### config.mk
export PLATFORM = sky130hd
export DESIGN_NAME = cnn_run_ctrl
export DESIGN_NICKNAME = d
export VERILOG_FILES = /design/src/rtl/cnn_ctrl_pkg.sv /design/src/rtl/cnn_run_ctrl_btn_debounce.sv /design/src/rtl/cnn_run_ctrl.sv
export SDC_FILE = /design/constraint.sdc
export NUM_CORES = 1
export LEC_CHECK = 0
export ABC_AREA = 1
export BUFFER_PORTS_ARGS = -buffer_cell sky130_fd_sc_hd__clkbuf_2
export CAP_MARGIN = 20
export CORE_ASPECT_RATIO = 1.25
export CORE_UTILIZATION = 30
export CTS_CLUSTER_SIZE = 8
export DETAILED_ROUTE_END_ITERATION = 10
export GPL_TIMING_DRIVEN = 1
export PLACE_DENSITY = 0.51
export SYNTH_ARGS = -nofsm -noshare
export SYNTH_HDL_FRONTEND = slang
export SYNTH_SLANG_ARGS = --single-unit
### constraint.sdc
create_clock -name clk_100m -period 2.3 [get_ports clk_100m]
set_input_delay 0.23 -clock clk_100m [delete_from_list [all_inputs] [get_ports clk_100m]]
set_output_delay 0.23 -clock clk_100m [all_outputs]
set_load 0.03 [all_outputs]
### src/rtl/cnn_ctrl_pkg.sv
// Shared definitions for the CNN run controller: FSM state type and default timing constants.
package cnn_ctrl_pkg;

    typedef enum logic [2:0] {
        ST_IDLE   = 3'd0,
        ST_LAUNCH = 3'd1,
        ST_WAIT   = 3'd2,
        ST_LATCH  = 3'd3,
        ST_ERR    = 3'd4
    } state_t;

    localparam int unsigned DEF_DEBOUNCE_CYC = 1000000;
    localparam int unsigned DEF_TIMEOUT_CYC  = 65536;

endpackage

### src/rtl/cnn_run_ctrl_btn_debounce.sv
// Push-button conditioner: 2-FF synchronizer, stable-level counter, and a one-cycle
// pulse on each accepted rising edge of the debounced level.
module btn_debounce
    import cnn_ctrl_pkg::*;
#(
    parameter int unsigned DEBOUNCE_CYC = DEF_DEBOUNCE_CYC
) (
    input  logic clk,
    input  logic rst_n,
    input  logic btn_raw,
    output logic press
);

    localparam int unsigned CW = $clog2(DEBOUNCE_CYC);

    logic          sync_q1;
    logic          sync_q2;
    logic          level;
    logic          press_q;
    logic [CW-1:0] cnt;

    // Bring the asynchronous button into the clock domain.
    always_ff @(posedge clk or negedge rst_n) begin
        if (!rst_n) begin
            sync_q1 <= 1'b0;
            sync_q2 <= 1'b0;
        end else begin
            sync_q1 <= btn_raw;
            sync_q2 <= sync_q1;
        end
    end

    // Accept a new level only after DEBOUNCE_CYC consecutive differing samples; any bounce restarts the count.
    always_ff @(posedge clk or negedge rst_n) begin
        if (!rst_n) begin
            level   <= 1'b0;
            cnt     <= '0;
            press_q <= 1'b0;
        end else begin
            press_q <= 1'b0;
            if (sync_q2 != level) begin
                if (cnt == CW'(DEBOUNCE_CYC - 1)) begin
                    level   <= sync_q2;
                    cnt     <= '0;
                    press_q <= sync_q2;
                end else begin
                    cnt <= cnt + CW'(1);
                end
            end else begin
                cnt <= '0;
            end
        end
    end

    assign press = press_q;

endmodule

### src/rtl/cnn_run_ctrl.sv
// Board-level run controller: debounced start button launches NUM_RUNS back-to-back
// inferences, latches each result onto led_result and counts completed runs.
// Optional watchdog enabled by defining CNN_CTRL_WDT_EN.
module cnn_run_ctrl
    import cnn_ctrl_pkg::*;
#(
    parameter int unsigned RESULT_W     = 8,
    parameter int unsigned DEBOUNCE_CYC = DEF_DEBOUNCE_CYC,
    parameter int unsigned NUM_RUNS     = 1,
    parameter int unsigned TIMEOUT_CYC  = DEF_TIMEOUT_CYC,
    parameter int unsigned CNT_W        = 16
) (
    input  logic                clk_100m,
    input  logic                rst_btn_n,
    input  logic                start_btn,
    output logic                cnn_start,
    input  logic                cnn_done,
    input  logic [RESULT_W-1:0] cnn_result,
    output logic [RESULT_W-1:0] led_result,
    output logic                busy,
    output logic [CNT_W-1:0]    run_cnt,
    output logic                err_timeout
);

    localparam int unsigned RUNS_W = $clog2(NUM_RUNS + 1);

    // Parameter sanity checks at elaboration.
    if (DEBOUNCE_CYC < 2) begin : g_chk_deb
        $error("DEBOUNCE_CYC must be >= 2");
    end
    if (NUM_RUNS < 1) begin : g_chk_runs
        $error("NUM_RUNS must be >= 1");
    end
    if (TIMEOUT_CYC < 1) begin : g_chk_to
        $error("TIMEOUT_CYC must be >= 1");
    end

    state_t              state;
    state_t              state_next;
    logic                press;
    logic                wdt_fire;
    logic [RUNS_W-1:0]   runs_left;

    btn_debounce #(
        .DEBOUNCE_CYC (DEBOUNCE_CYC)
    ) u_btn_debounce (
        .clk     (clk_100m),
        .rst_n   (rst_btn_n),
        .btn_raw (start_btn),
        .press   (press)
    );

`ifdef CNN_CTRL_WDT_EN
    localparam int unsigned WDT_W = $clog2(TIMEOUT_CYC + 1);
    logic [WDT_W-1:0] wdt;

    // Count cycles spent waiting for the core; cleared whenever WAIT is left.
    always_ff @(posedge clk_100m or negedge rst_btn_n) begin
        if (!rst_btn_n) begin
            wdt <= '0;
        end else if (state == ST_WAIT && !cnn_done) begin
            wdt <= wdt + WDT_W'(1);
        end else begin
            wdt <= '0;
        end
    end

    assign wdt_fire    = (wdt == WDT_W'(TIMEOUT_CYC - 1));
    assign err_timeout = (state == ST_ERR);
`else
    assign wdt_fire    = 1'b0;
    assign err_timeout = 1'b0;
`endif

    // State register.
    always_ff @(posedge clk_100m or negedge rst_btn_n) begin
        if (!rst_btn_n) begin
            state <= ST_IDLE;
        end else begin
            state <= state_next;
        end
    end

    // Next-state logic; done has priority over the watchdog in WAIT.
    always_comb begin
        state_next = state;
        case (state)
            ST_IDLE:   if (press) state_next = ST_LAUNCH;
            ST_LAUNCH: state_next = ST_WAIT;
            ST_WAIT: begin
                if (cnn_done)      state_next = ST_LATCH;
                else if (wdt_fire) state_next = ST_ERR;
            end
            ST_LATCH:  state_next = (runs_left != '0) ? ST_LAUNCH : ST_IDLE;
            ST_ERR:    if (press) state_next = ST_IDLE;
            default:   state_next = ST_IDLE;
        endcase
    end

    // Run bookkeeping and result latch. Result, run count and remaining runs all update on the
    // done edge so they are visible during LATCH, where the relaunch decision reads runs_left.
    always_ff @(posedge clk_100m or negedge rst_btn_n) begin
        if (!rst_btn_n) begin
            led_result <= '0;
            run_cnt    <= '0;
            runs_left  <= '0;
        end else begin
            if (state == ST_IDLE && press) begin
                runs_left <= RUNS_W'(NUM_RUNS);
            end
            if (state == ST_WAIT && cnn_done) begin
                led_result <= cnn_result;
                run_cnt    <= run_cnt + CNT_W'(1);
                runs_left  <= runs_left - RUNS_W'(1);
            end
        end
    end

    assign cnn_start = (state == ST_LAUNCH);
    assign busy      = (state == ST_LAUNCH) || (state == ST_WAIT) || (state == ST_LATCH);

endmodule

==> Yosys cells after proc, flatten, opt, wreduce, memory -nomap -nowiden <==
Cells that the tools add are included.
{ "op_classes": {"addsub": 3, "n_eq_ne": 9, "mux": 11, "reduce_logical": 8} }
{ "ops": {"columns": ["operator", "n"], "rows": [
  ["$mux 20", 2],
  ["$add 20x1->20 const B", 1],
  ["$eq 20x20->1 const B", 1],
  ["$add 16x1->16 const B", 1],
  ["$pmux 3 s5", 1],
  ["$mux 3", 3],
  ["$eq 3x2->1 const B", 2],
  ["$mux 1", 5],
  ["$ne 2x1->1 const B", 2],
  ["$eq 3x1->1 const B", 1],
  ["$eq 3x3->1 const B", 1],
  ["$logic_not 3->1", 1],
  ["$reduce_and 3->1", 1],
  ["$logic_and 1x1->1", 2],
  ["$logic_or 1x1->1", 2],
  ["$ne 2x2->1 const B", 1],
  ["$reduce_and 2->1", 1],
  ["$reduce_bool 2->1", 1],
  ["$ne 1x1->1", 1],
  ["$sub 1x1->1 const B", 1]
]} }
{ "totals": {"regBits": 52, "input_bits": 12, "output_inout_bits": 27} }

==> Logic depth before layout (Yosys ltp) <==
Gate-level depths: netlist (run 1).
{ "logic_depth": {"ltp_word": 4, "depth_mapped": 11, "ltp_nobuf": 11} }

==> Hierarchy <==
A second synthesis (run 1) with hierarchy kept.
{ "unflattened": {"hier_cells": 312, "area_unflattened_um2": 2616.3} }
{ "modules_own_cells": {"columns": ["module", "instances", "cells_each", "area_per_inst_um2", "seq_area_each_um2"], "rows": [
  ["btn_debounce", 1, 163, 1317.5, 600.6],
  ["cnn_run_ctrl", 1, 149, 1298.7, 675.6]
]} }

==> Worst setup path before layout (run 1) <==
Ideal clock, no wire load.
{ "synth_path": {"path_type": "register to register", "startpoint": "register run_cnt[0]", "endpoint": "register run_cnt[14]", "arrival_ns": 1.400, "required_time_ns": 2.177, "slack_ns": 0.777, "path_stages_with_launch": 9, "n_path_buf": 0, "synth_period_minus_slack_ns": 1.523, "path_cell_list": "dfrtp_1 ha_1 nand2_1 nor2_1 nand2_1 nor2_2 nand2_1 o21ai_0 nand2_1"} }
{ "synth_between": {"elab_chain_cells": 1} }
{ "synth_rtl": {"columns": ["item", "line_no", "text"], "rows": [
  ["start: declaration", "cnn_run_ctrl.sv:21", "output logic [CNT_W-1:0] run_cnt,"],
  ["start signal: assignment", "cnn_run_ctrl.sv:113", "run_cnt <= run_cnt + CNT_W'(1);"],
  ["$add 16x1->16", "cnn_run_ctrl.sv:113", null]
]} }
No other way between the ends.
A chain may end at the register's enable or synchronous reset.

==> Worst setup path in the final report (run 1) <==
{ "layout_path": {"startpoint": "register state[0]", "endpoint": "register run_cnt[14]"} }
{ "layout_between": {"elab_chain_cells": 2} }
{ "layout_rtl": {"columns": ["item", "line_no", "text"], "rows": [
  ["start: declaration", "cnn_run_ctrl.sv:38", "state_t state;"],
  ["start signal: assignment", "cnn_run_ctrl.sv:80", "state <= state_next;"],
  ["$eq 3x2->1", "cnn_run_ctrl.sv:111", "if (state == ST_WAIT && cnn_done) begin"],
  ["$logic_and 1x1->1", "cnn_run_ctrl.sv:111", null]
]} }
No other way between the ends.

==> run metrics, run 1 <==
design area=approximately 3000 um^2; maximum capacitance violations=0; fraction of registers with async set/reset=100%; status=complete, but fails checks; DR WL/cell=12.1 um; final WL=roughly 5300 um; clk sinks=51; setup ws final=0.486 ns; sequential share of the synthesized area=between 40% and 50%; buffer depth of the longest clock path=2; IO Count=39; Worst setup EP type=flip-flop; vias in the first global route=about 2000; top cells by count, synth=nand2_1 (74), dfrtp_1 (51), nor2_1 (51); area of placed instances=between 2000 and 3000 um^2; Layout Cells excl Fill=440; largest net degree at the start of global routing=29; f_max=about 550 MHz; Worst path most repeated cell=nand2_1; PortBufs=37; CP peak stage delay=about 0.42 ns; postcts setup bufs=0; Setup WS pre-CTS=~0.48 ns; global-route wire length before repair=roughly 9300 um; Yosys top cell area share=~50%; failing checks=design-rule violations; Hold Vio Cnt, Final=0; # setup viols final=0; final setup TNS=0 ns; crit-path cells=inv_1 -> ha_1 -> nand2_1 -> nor2_1 -> nand2_1 -> nor2_2 -> nand2_1 -> o21ai_0 -> nand2_1; overall routing resource usage=13.1%; die height=105 um; fin crit period=around 1.8 ns; crit path buf inv count=1; hold crit path type=in2reg; H-tree depth=2; layout cells sized above 1=a little over a fifth; power density cells=between 400 and 500 nW/um^2; Final ANT Viol Nets=0; Antenna Diode Count=0; worst vdd ir=0.000224 V; Cell Area, Synth=between 2000 and 3000 um^2; synthesized net count=~320; CTS tree=done; top post-synthesis cells by area=dfrtp_1 (50%), nand2_1 (11%), nor2_1 (7.5%); slowest CP cell=dfrtp_1; top-count cell post-synth=nand2_1; Vias=1968; Final Max Slew Viols=0; Power, Total=about 1.5 mW; initial antenna violation count=0; total leakage power=1.48 nW; Avg Cell Area, Syn=just under 9 um^2; Pre-Repair DR Iteration Count=8; critical path arrival=2.02 ns; Primary FF master, synth=dfrtp_1; Setup Crit Path Kind=reg2reg; hold slack=between 0.02 and 0.025 ns; Final Cycle Share=78.9%; RSZ-0062 raised after global routing=no; final weighted congestion in routability-driven placement=approximately 0.77; worst-path maximum fanout=8; leading area contributor after synthesis=dfrtp_1; chip width=~85 um; Rows=37; synth warn=0; hpwl dp=~4100 um; flops & latches, synth=51; Post-Synthesis Cells=296; number of cells upsized or downsized after cts=0; Inserted Clock Buffers=5; DRC viols=6; Nets=roughly 360; Initial Util=between 30 and 40%; Vias/cell=4.47; grt total ovfl=0; die area=~8900 um^2; EDFF count, synth=0; CP required=2.51 ns; CP startpoint kind=flip-flop; DR iter-0 viols=57; area delta synth->final=16.4%; clock slew at reported path FFs=~0.10 ns; crit-path leading delay family=simple AND/OR/NAND/NOR gates; Skew-Pair Late Insertion Delay=around 0.31 ns; fin util=between 30% and 40%; CTS Hold Bufs=1; worst clock skew=0.0118 ns; CTS root buf=clkbuf_8; placed cells=roughly 430; post-synth cell types=28; core box area=about 8300 um^2
[routing by layer]
| metal | wire length (um) | vias to the layer above | track usage (%) |
|---|---|---|---|
| met2 | 2750 | 37 | 24.4 |
| met1 | 2350 | 915 | 15.1 |
| met3 | 169 | 7 | 2.51 |
| met5 | 0 | - | 0 |
| li1 | - | 1009 | - |
| met4 | 59 | 0 | 3.87 |
[registers in the layout, summed over array words and instances (netlist names)]
name	cells
u_btn_debounce.press	1
u_btn_debounce.sync_q1	1
led_result	8
run_cnt	16
u_btn_debounce.level	1
runs_left	1
state	2
u_btn_debounce.sync_q2	1
u_btn_debounce.cnt	20
[layout by cell type (no fill, tap or decap)]
cell type / n
a211oi_1: 1
a21oi_1: 4
a22oi_1: 1
buf_4: 4
clkbuf_2: 37
clkbuf_8: 5
clkinv_2: 1
clkinvlp_4: 2
conb_1: 1
dfrtp_1: 51
dlygate4sd3_1: 1
ha_1: 7
inv_1: 26
inv_2: 4
nand2_1: 74
nand2_2: 3
nand2_4: 2
nand3_1: 14
nand3_2: 4
nand3_4: 1
nand3b_1: 1
nand4_1: 6
nor2_1: 51
nor2_2: 5
nor2_4: 5
nor3_1: 4
nor3_2: 1
o21ai_0: 1
o22ai_1: 1
xnor2_1: 10
xor2_1: 14
xor2_2: 1
[worst paths after layout]
kind	start	endpoint	slack, ns	depth (start not counted)
worst max-delay path	state[0]	run_cnt[14]	0.49	9
worst min-delay path	start_btn	u_btn_debounce.sync_q1	0.02	1
worst max register to register	state[0]	run_cnt[14]	0.49	9
worst min register to register	u_btn_debounce.sync_q1	u_btn_debounce.sync_q2	0.36	0
max in group asynchronous	rst_btn_n	u_btn_debounce.cnt[10]	1.24	3
min in group asynchronous	rst_btn_n	run_cnt[7]	0.35	2
[cell families after synthesis]
family                     after synthesis  share of synthesized area, %
buffers and inverters                   33                          4.97
adders and majority gates                7                          3.41
and+or+nand+nor                        171                          31.2
AOI/OAI and AO/OA                        8                          1.80
xor gates and xnor gates                25                          8.82
DFF                                     51                          49.7
other                                    1                         0.146
[power breakdown]
group          internal [mW]  switching (mW)  leakage, nW
Clock                  0.213           0.316       0.0402
Combinational         0.0165          0.0352        0.744
Sequential             0.902         0.00515        0.695
Total                   1.13           0.356         1.48
[cell type report]
class	instances	area, um^2
well taps	97	121
clock inverters	3	20.0
clock buffers	5	68.8
repair buffers	42	225
fillers	875	5300
inverters	30	113
multi-input cells	212	1160
flip-flops and latches	51	1280
No activity file was read; power rests on OpenSTA's default activity.
==> inputs of run 2 (changes only) <==
Settings changed: ABC_AREA 1 to 0, PLACE_DENSITY 0.51 to 0.52.
Clock period 2.3 ns to 1.7 ns, I/O delays scaled along.
==> run 2 against run 1 <==
Against the previous run: design area increased by 2.4%; die area is 7.3% lower; sequential share of layout area shrank 0.85 points; clock power increased by 44%; worst setup slack got worse by 0.48 ns; area after synthesis down 7.5%; the flow now finishes without violations; fmax grew 7.0%.
==> run metrics, run 2 <==
status=completed (was complete, but fails checks); maximum capacitance violations=0 (unchanged); Antenna Diode Count=0 (unchanged); Vias=1805 (was 1968); overall routing resource usage=12.6% (was 13.1%); Post-Synthesis Cells=226 (was 296); slowest CP cell=or4b_4 (was dfrtp_1); fin crit period=1.70 ns (was 1.81 ns); H-tree depth=2 (unchanged); Final Cycle Share=99.7% (was 78.9%); largest registers=u_btn_debounce.cnt (20), run_cnt (16), led_result (8) (unchanged); power density cells=1100 nW/um^2 (was 497 nW/um^2); top cells by count, synth=dfrtp_1 (51), nand2_1 (36), nor2_1 (20) (was nand2_1 (74), dfrtp_1 (51), nor2_1 (51)); Setup WS pre-CTS=0.0382 ns (was 0.485 ns); global-route wire length before repair=8130 um (was 9320 um); Skew-Pair Late Insertion Delay=0.32 ns (was 0.31 ns); EDFF count, synth=0 (unchanged); worst clock skew=0.0140 ns (was 0.0118 ns); core box area=7530 um^2 (was 8290 um^2); top post-synthesis cells by area=dfrtp_1 (54%), xnor2_1 (5.9%), nand2_1 (5.7%) (was dfrtp_1 (50%), nand2_1 (11%), nor2_1 (7.5%)); clock slew at reported path FFs=0.11 ns (was 0.10 ns); Power, Total=3.38 mW (was 1.49 mW); Primary FF master, synth=dfrtp_1 (unchanged); final WL=4890 um (was 5330 um); total leakage power=1.49 nW (was 1.48 nW); top-count cell post-synth=dfrtp_1 (was nand2_1); Cell Area, Synth=2380 um^2 (was 2570 um^2); worst vdd ir=0.000549 V (was 0.000224 V); vias in the first global route=1843 (was 2017); layout cells sized above 1=30.9% (was 21.9%); die area=8290 um^2 (was 8940 um^2); RSZ-0062 raised after global routing=yes (was no); grt total ovfl=0 (unchanged); hold slack=0.0335 ns (was 0.0217 ns); leading area contributor after synthesis=dfrtp_1 (unchanged); Worst setup EP type=flip-flop (unchanged); Final ANT Viol Nets=0 (unchanged); critical path arrival=1.89 ns (was 2.02 ns); area delta synth->final=28.8% (was 16.4%); initial antenna violation count=0 (unchanged); flops & latches, synth=51 (unchanged); IO Count=39 (unchanged); DR iter-0 viols=63 (was 57); chip width=81.6 um (was 84.8 um); most common cell after layout, fill and taps aside=dfrtp_1 (was nand2_1); # setup viols final=0 (unchanged); Setup Crit Path Kind=reg2reg (unchanged); crit-path cells=nand3_2 -> or4b_4 -> nor3_4 -> mux2_4 (was inv_1 -> ha_1 -> nand2_1 -> nor2_1 -> nand2_1 -> nor2_2 -> nand2_1 -> o21ai_0 -> nand2_1); CP startpoint kind=flip-flop (unchanged); Nets=316 (was 361); CP required=1.90 ns (was 2.51 ns); largest net degree at the start of global routing=52 (was 29); fraction of registers with async set/reset=100% (unchanged); setup ws final=0.00431 ns (was 0.486 ns); Yosys top cell area share=53.7% (was 49.7%); CTS root buf=clkbuf_8 (unchanged); post-synth cell types=36 (was 28); final weighted congestion in routability-driven placement=0.868 (was 0.771); Largest register FFs=20 (unchanged); clk sinks=51 (unchanged); PortBufs=37 (unchanged); DRC viols=0 (was 6); Inserted Clock Buffers=5 (unchanged); Initial Util=31.6% (was 31.0%); Final Max Slew Viols=0 (unchanged); sequential share of the synthesized area=53.7% (was 49.7%); worst-path maximum fanout=4 (was 8); most frequent cells in the layout=dfrtp_1 (47), clkbuf_2 (37), nand2_1 (36) (was nand2_1 (74), nor2_1 (51), dfrtp_1 (51)); Pre-Repair DR Iteration Count=4 (was 8); DR WL/cell=12.5 um (was 12.1 um); Avg Cell Area, Syn=10.5 um^2 (was 8.68 um^2); hold crit path type=in2reg (unchanged); Hold Vio Cnt, Final=0 (unchanged); CTS tree=done (unchanged); hpwl dp=3440 um (was 4130 um); buffer depth of the longest clock path=2 (unchanged); die height=102 um (was 105 um); Rows=35 (was 37); Biggest register=u_btn_debounce.cnt (unchanged); f_max=590 MHz (was 551 MHz); synthesized net count=245 (was 315); CP peak stage delay=0.57 ns (was 0.42 ns); synth warn=0 (unchanged); Vias/cell=4.63 (was 4.47)
==> run 2: area by class of cell <==
class                      instances  area (um^2)
inverter                          10         37.5
tap                               92          115
fill                             761         4470
multi-input combinational        161         1090
clock buffer                       5         68.8
timing repair buffer              68          443
sequential                        51         1280
clock inverter                     3         28.8
==> run 2: layer usage <==
| layer | vias up | global-route usage [%] | part of all wire (%) |
|---|---|---|---|
| li1 | 910 | - | - |
| met1 | 844 | 14.6 | 43 |
| met2 | 42 | 21.7 | 51 |
| met3 | 9 | 3.60 | 4.8 |
| met4 | 0 | 4.99 | 1.6 |
| met5 | - | 0 | 0 |
==> run 2: final timing paths <==
check / from / end / slack (ns) / depth (start not counted)
worst max register to register: u_btn_debounce.cnt[17] / u_btn_debounce.level / 0.004 / 4
min in group asynchronous: rst_btn_n / run_cnt[6] / 0.38 / 3
worst min-delay path: cnn_result[4] / led_result[4] / 0.03 / 3
worst min register to register: u_btn_debounce.sync_q1 / u_btn_debounce.sync_q2 / 0.35 / 0
worst max-delay path: u_btn_debounce.cnt[17] / u_btn_debounce.level / 0.004 / 4
max in group asynchronous: rst_btn_n / u_btn_debounce.cnt[8] / 1.06 / 3
==> run 2: timing repair <==
| action | 4_1_cts | 5_1_grt |
|---|---|---|
| endpoints found under the setup margin | 0 | 25 |
| endpoints found under the hold margin | 52 | 0 |
| buffers inserted | 0 | 3 |
| hold buffers | 2 | 0 |
| gates resized for setup | 0 | 15 |
==> run 2: metrics by stage <==
step / std cells / setup TNS [ns] / util [%] / area (um^2)
after detailed placement: 377 / 0 / 38.0 / 2860
after global routing: 390 / -0.858 / 40.6 / 3060
final: 390 / 0 / 40.6 / 3060
after CTS: 387 / 0 / 39.5 / 2980
after global placement: 377 / 0 / 38.0 / 2860
after floorplan: 226 / 0 / - / 2380
==> run 2: logic make-up (layout without fill, tap and decap cells) <==
| family | count (synthesis) | in the layout | synth area share [%] |
|---|---|---|---|
| AOI/OAI and AO/OA | 13 | 13 | 3.68 |
| xor gates and xnor gates | 30 | 30 | 11.1 |
| adders and majority gates | 7 | 7 | 3.68 |
| buffers and inverters | 14 | 86 | 2.68 |
| DFF | 51 | 51 | 53.7 |
| muxes | 3 | 3 | 1.37 |
| other | 1 | 1 | 0.158 |
| and+or+nand+nor | 107 | 107 | 23.7 |
==> run 2: worst max-delay path: cells and delay by family, from the launching register on <==
family           cells  cell delay [ns]
DFF                  1             0.41
muxes                1             0.31
and+or+nand+nor      3             0.87
==> run 2: where the power goes <==
group          switching (mW)  internal, mW
combinational           0.701         0.377
sequential              0.142          1.40
clock                   0.454         0.306
total                    1.30          2.08
==> inputs of run 3 (changes only) <==
Settings changed: CORE_UTILIZATION 30 to 50, PLACE_DENSITY 0.52 to 0.76.
==> run 3 against run 2 <==
Against the previous run: the run now ends with negative setup slack left; critical endpoint unchanged; worst hold slack improved by 0.014 ns; design area decreased by 1.4%; worst setup slack got worse by 0.022 ns; die area decreased by 39%; highest routed layer unchanged; wire length decreased by 3.2%; sequential share of layout area increased by 0.59 points; via count increased by 1.7%; utilization increased by 27 points; combinational power decreased by 5%; cell count decreased by 9.5%; global-route usage increased by 7.9 points.
==> run metrics, run 3 (synthesis gave the netlist of run 2 again) <==
maximum capacitance violations=0 (unchanged); layout cells sized above 1=30.2% (was 30.9%); CP Capture Point=u_btn_debounce.level (unchanged); CP startpoint kind=flip-flop (unchanged); Reg power frac=45.1% (was 45.6%); initial antenna violation count=0 (unchanged); area delta synth->final=27.0% (was 28.8%); combinational share of power=29.7% (was 31.9%); largest registers=u_btn_debounce.cnt (20), run_cnt (16), led_result (8) (unchanged); Pint=2.22 mW (was 2.08 mW); clk sinks=51 (unchanged); r2r endpoint=u_btn_debounce.level (unchanged); hold slack=0.0472 ns (was 0.0335 ns); Power, Total=3.46 mW (was 3.38 mW); RR Startpoint=u_btn_debounce.cnt[11] (was u_btn_debounce.cnt[17]); RSZ-0062 raised after global routing=yes (unchanged); DRC viols=0 (unchanged); Pre-Repair DR Iteration Count=4 (unchanged); DR WL/cell=13.4 um (was 12.5 um); Largest register FFs=20 (unchanged); clock slew at reported path FFs=0.09 ns (was 0.11 ns); Final Max Slew Viols=0 (unchanged); total leakage power=1.50 nW (was 1.49 nW); most common cell after layout, fill and taps aside=dfrtp_1 (unchanged); power density cells=1150 nW/um^2 (was 1100 nW/um^2); Vias/cell=5.20 (was 4.63); worst vdd ir=0.000576 V (was 0.000549 V); Nets=313 (was 316); grt total ovfl=0 (unchanged); worst clock skew=0.00677 ns (was 0.0140 ns); Worst R2R Path Depth=5 (was 4); core box area=4490 um^2 (was 7530 um^2); worst-path maximum fanout=3 (was 4); global-route wire length before repair=7980 um (was 8130 um); Clock power frac=25.2% (was 22.5%); switching power=1.24 mW (was 1.30 mW); final weighted congestion in routability-driven placement=0.761 (was 0.868); largest net degree at the start of global routing=25 (was 52); CTS tree=done (unchanged); critical path arrival=1.91 ns (was 1.89 ns); Hold Vio Cnt, Final=0 (unchanged); # setup viols final=10 (was 0); hpwl dp=3290 um (was 3440 um); die height=79.1 um (was 102 um); r2r setup slk=-0.02 ns (was 0.004 ns); vias in the first global route=1833 (was 1843); buffer depth of the longest clock path=2 (unchanged); Biggest register=u_btn_debounce.cnt (unchanged); f_max=582 MHz (was 590 MHz); CTS root buf=clkbuf_8 (unchanged); CP required=1.89 ns (was 1.90 ns); DR iter-0 viols=65 (was 63); Skew-Pair Late Insertion Delay=0.31 ns (was 0.32 ns); fin crit period=1.72 ns (was 1.70 ns); PortBufs=37 (unchanged); Critical Path Start=u_btn_debounce.cnt[11] (was u_btn_debounce.cnt[17]); overall routing resource usage=20.5% (was 12.6%); chip width=63.7 um (was 81.6 um); Rows=27 (was 35); Vias=1836 (was 1805); H-tree depth=2 (unchanged); Inserted Clock Buffers=5 (unchanged); failing checks=negative setup slack; die area=5040 um^2 (was 8290 um^2); setup ws final=-0.0173 ns (was 0.00431 ns); hold crit path type=in2reg (unchanged); IO Count=39 (unchanged); Final Cycle Share=101% (was 99.7%); Worst setup EP type=flip-flop (unchanged); most frequent cells in the layout=dfrtp_1 (47), clkbuf_2 (37), nand2_1 (36) (unchanged); Initial Util=52.9% (was 31.6%); final WL=4740 um (was 4890 um); status=complete, but fails checks (was completed); FILL cells=344 (was 761); Final ANT Viol Nets=0 (unchanged); Setup Crit Path Kind=reg2reg (unchanged); Sw Share=35.7% (was 38.4%); Antenna Diode Count=0 (unchanged)
[run 3: power by group through the flow]
stage          clock, mW  sequential (mW)  combinational [mW]
2_1_floorplan          0             1.84               0.435
3_3_place_gp           0             1.57                1.00
3_5_place_dp           0             1.58                1.02
4_1_cts            0.896             1.56                1.03
5_1_grt            0.933             1.59                1.13
6_report           0.870             1.56                1.03
[run 3: repair_timing]
| item | CTS | global route |
|---|---|---|
| endpoints found under the setup margin | 2 | 21 |
| resized for setup | 3 | 12 |
| hold buffers | 2 | 0 |
| endpoints found under the hold margin | 14 | 0 |
| setup buffers | 0 | 5 |
| pin swaps | 1 | 7 |
[run 3: worst min path at each step]
stage,startpoint,endpoint,slack (ns),cells after the start
floorplan,rst_btn_n,led_result[0],-0.13,0
global placement,rst_btn_n,state[1],0.1,1
detailed placement,rst_btn_n,state[1],0.1,1
CTS,cnn_result[0],led_result[0],0.04,3
global route,cnn_result[0],led_result[0],0.05,3
finish,cnn_result[3],led_result[3],0.05,3
[run 3: final cells by class]
cell class,instances,area (um^2),area share [%]
clock buffers,6,82.6,2.74
multi-input cells,161,1090,36.2
well taps,58,72.6,2.40
inverters,10,37.5,1.24
flip-flops and latches,51,1280,42.4
repair buffers,65,417,13.8
clock inverters,2,35.0,1.16
[run 3: metal layers]
layer  up-vias  global-route usage [%]  part of all wire, %
li1        898                       -                    -
met1       895                    22.8                   41
met2        34                    37.2                   54
met3         9                    4.74                  3.0
met4         0                    8.18                  1.9
met5         -                       0                    0
[run 3: through the flow]
| step | setup TNS, ns | util [%] | cell area (um^2) | instances | setup WS (ns) |
|---|---|---|---|---|---|
| after floorplan | 0 | - | 2380 | 226 | 0.0158 |
| after global placement | 0 | 61.8 | 2780 | 338 | 0.0653 |
| after detailed placement | -0.0767 | 61.8 | 2780 | 338 | -0.0466 |
| after CTS | 0 | 65.4 | 2940 | 348 | 0.0175 |
| after global routing | -0.413 | 67.2 | 3020 | 353 | -0.0375 |
| final | -0.0373 | 67.2 | 3020 | 353 | -0.0173 |
[run 3: critical path, cell delays in order (launching register included)]
cell	delay, ns
dfrtp_1	0.44
nor4_1	0.34
nand4_1	0.13
buf_4	0.18
nor3_4	0.17
mux2_1	0.33
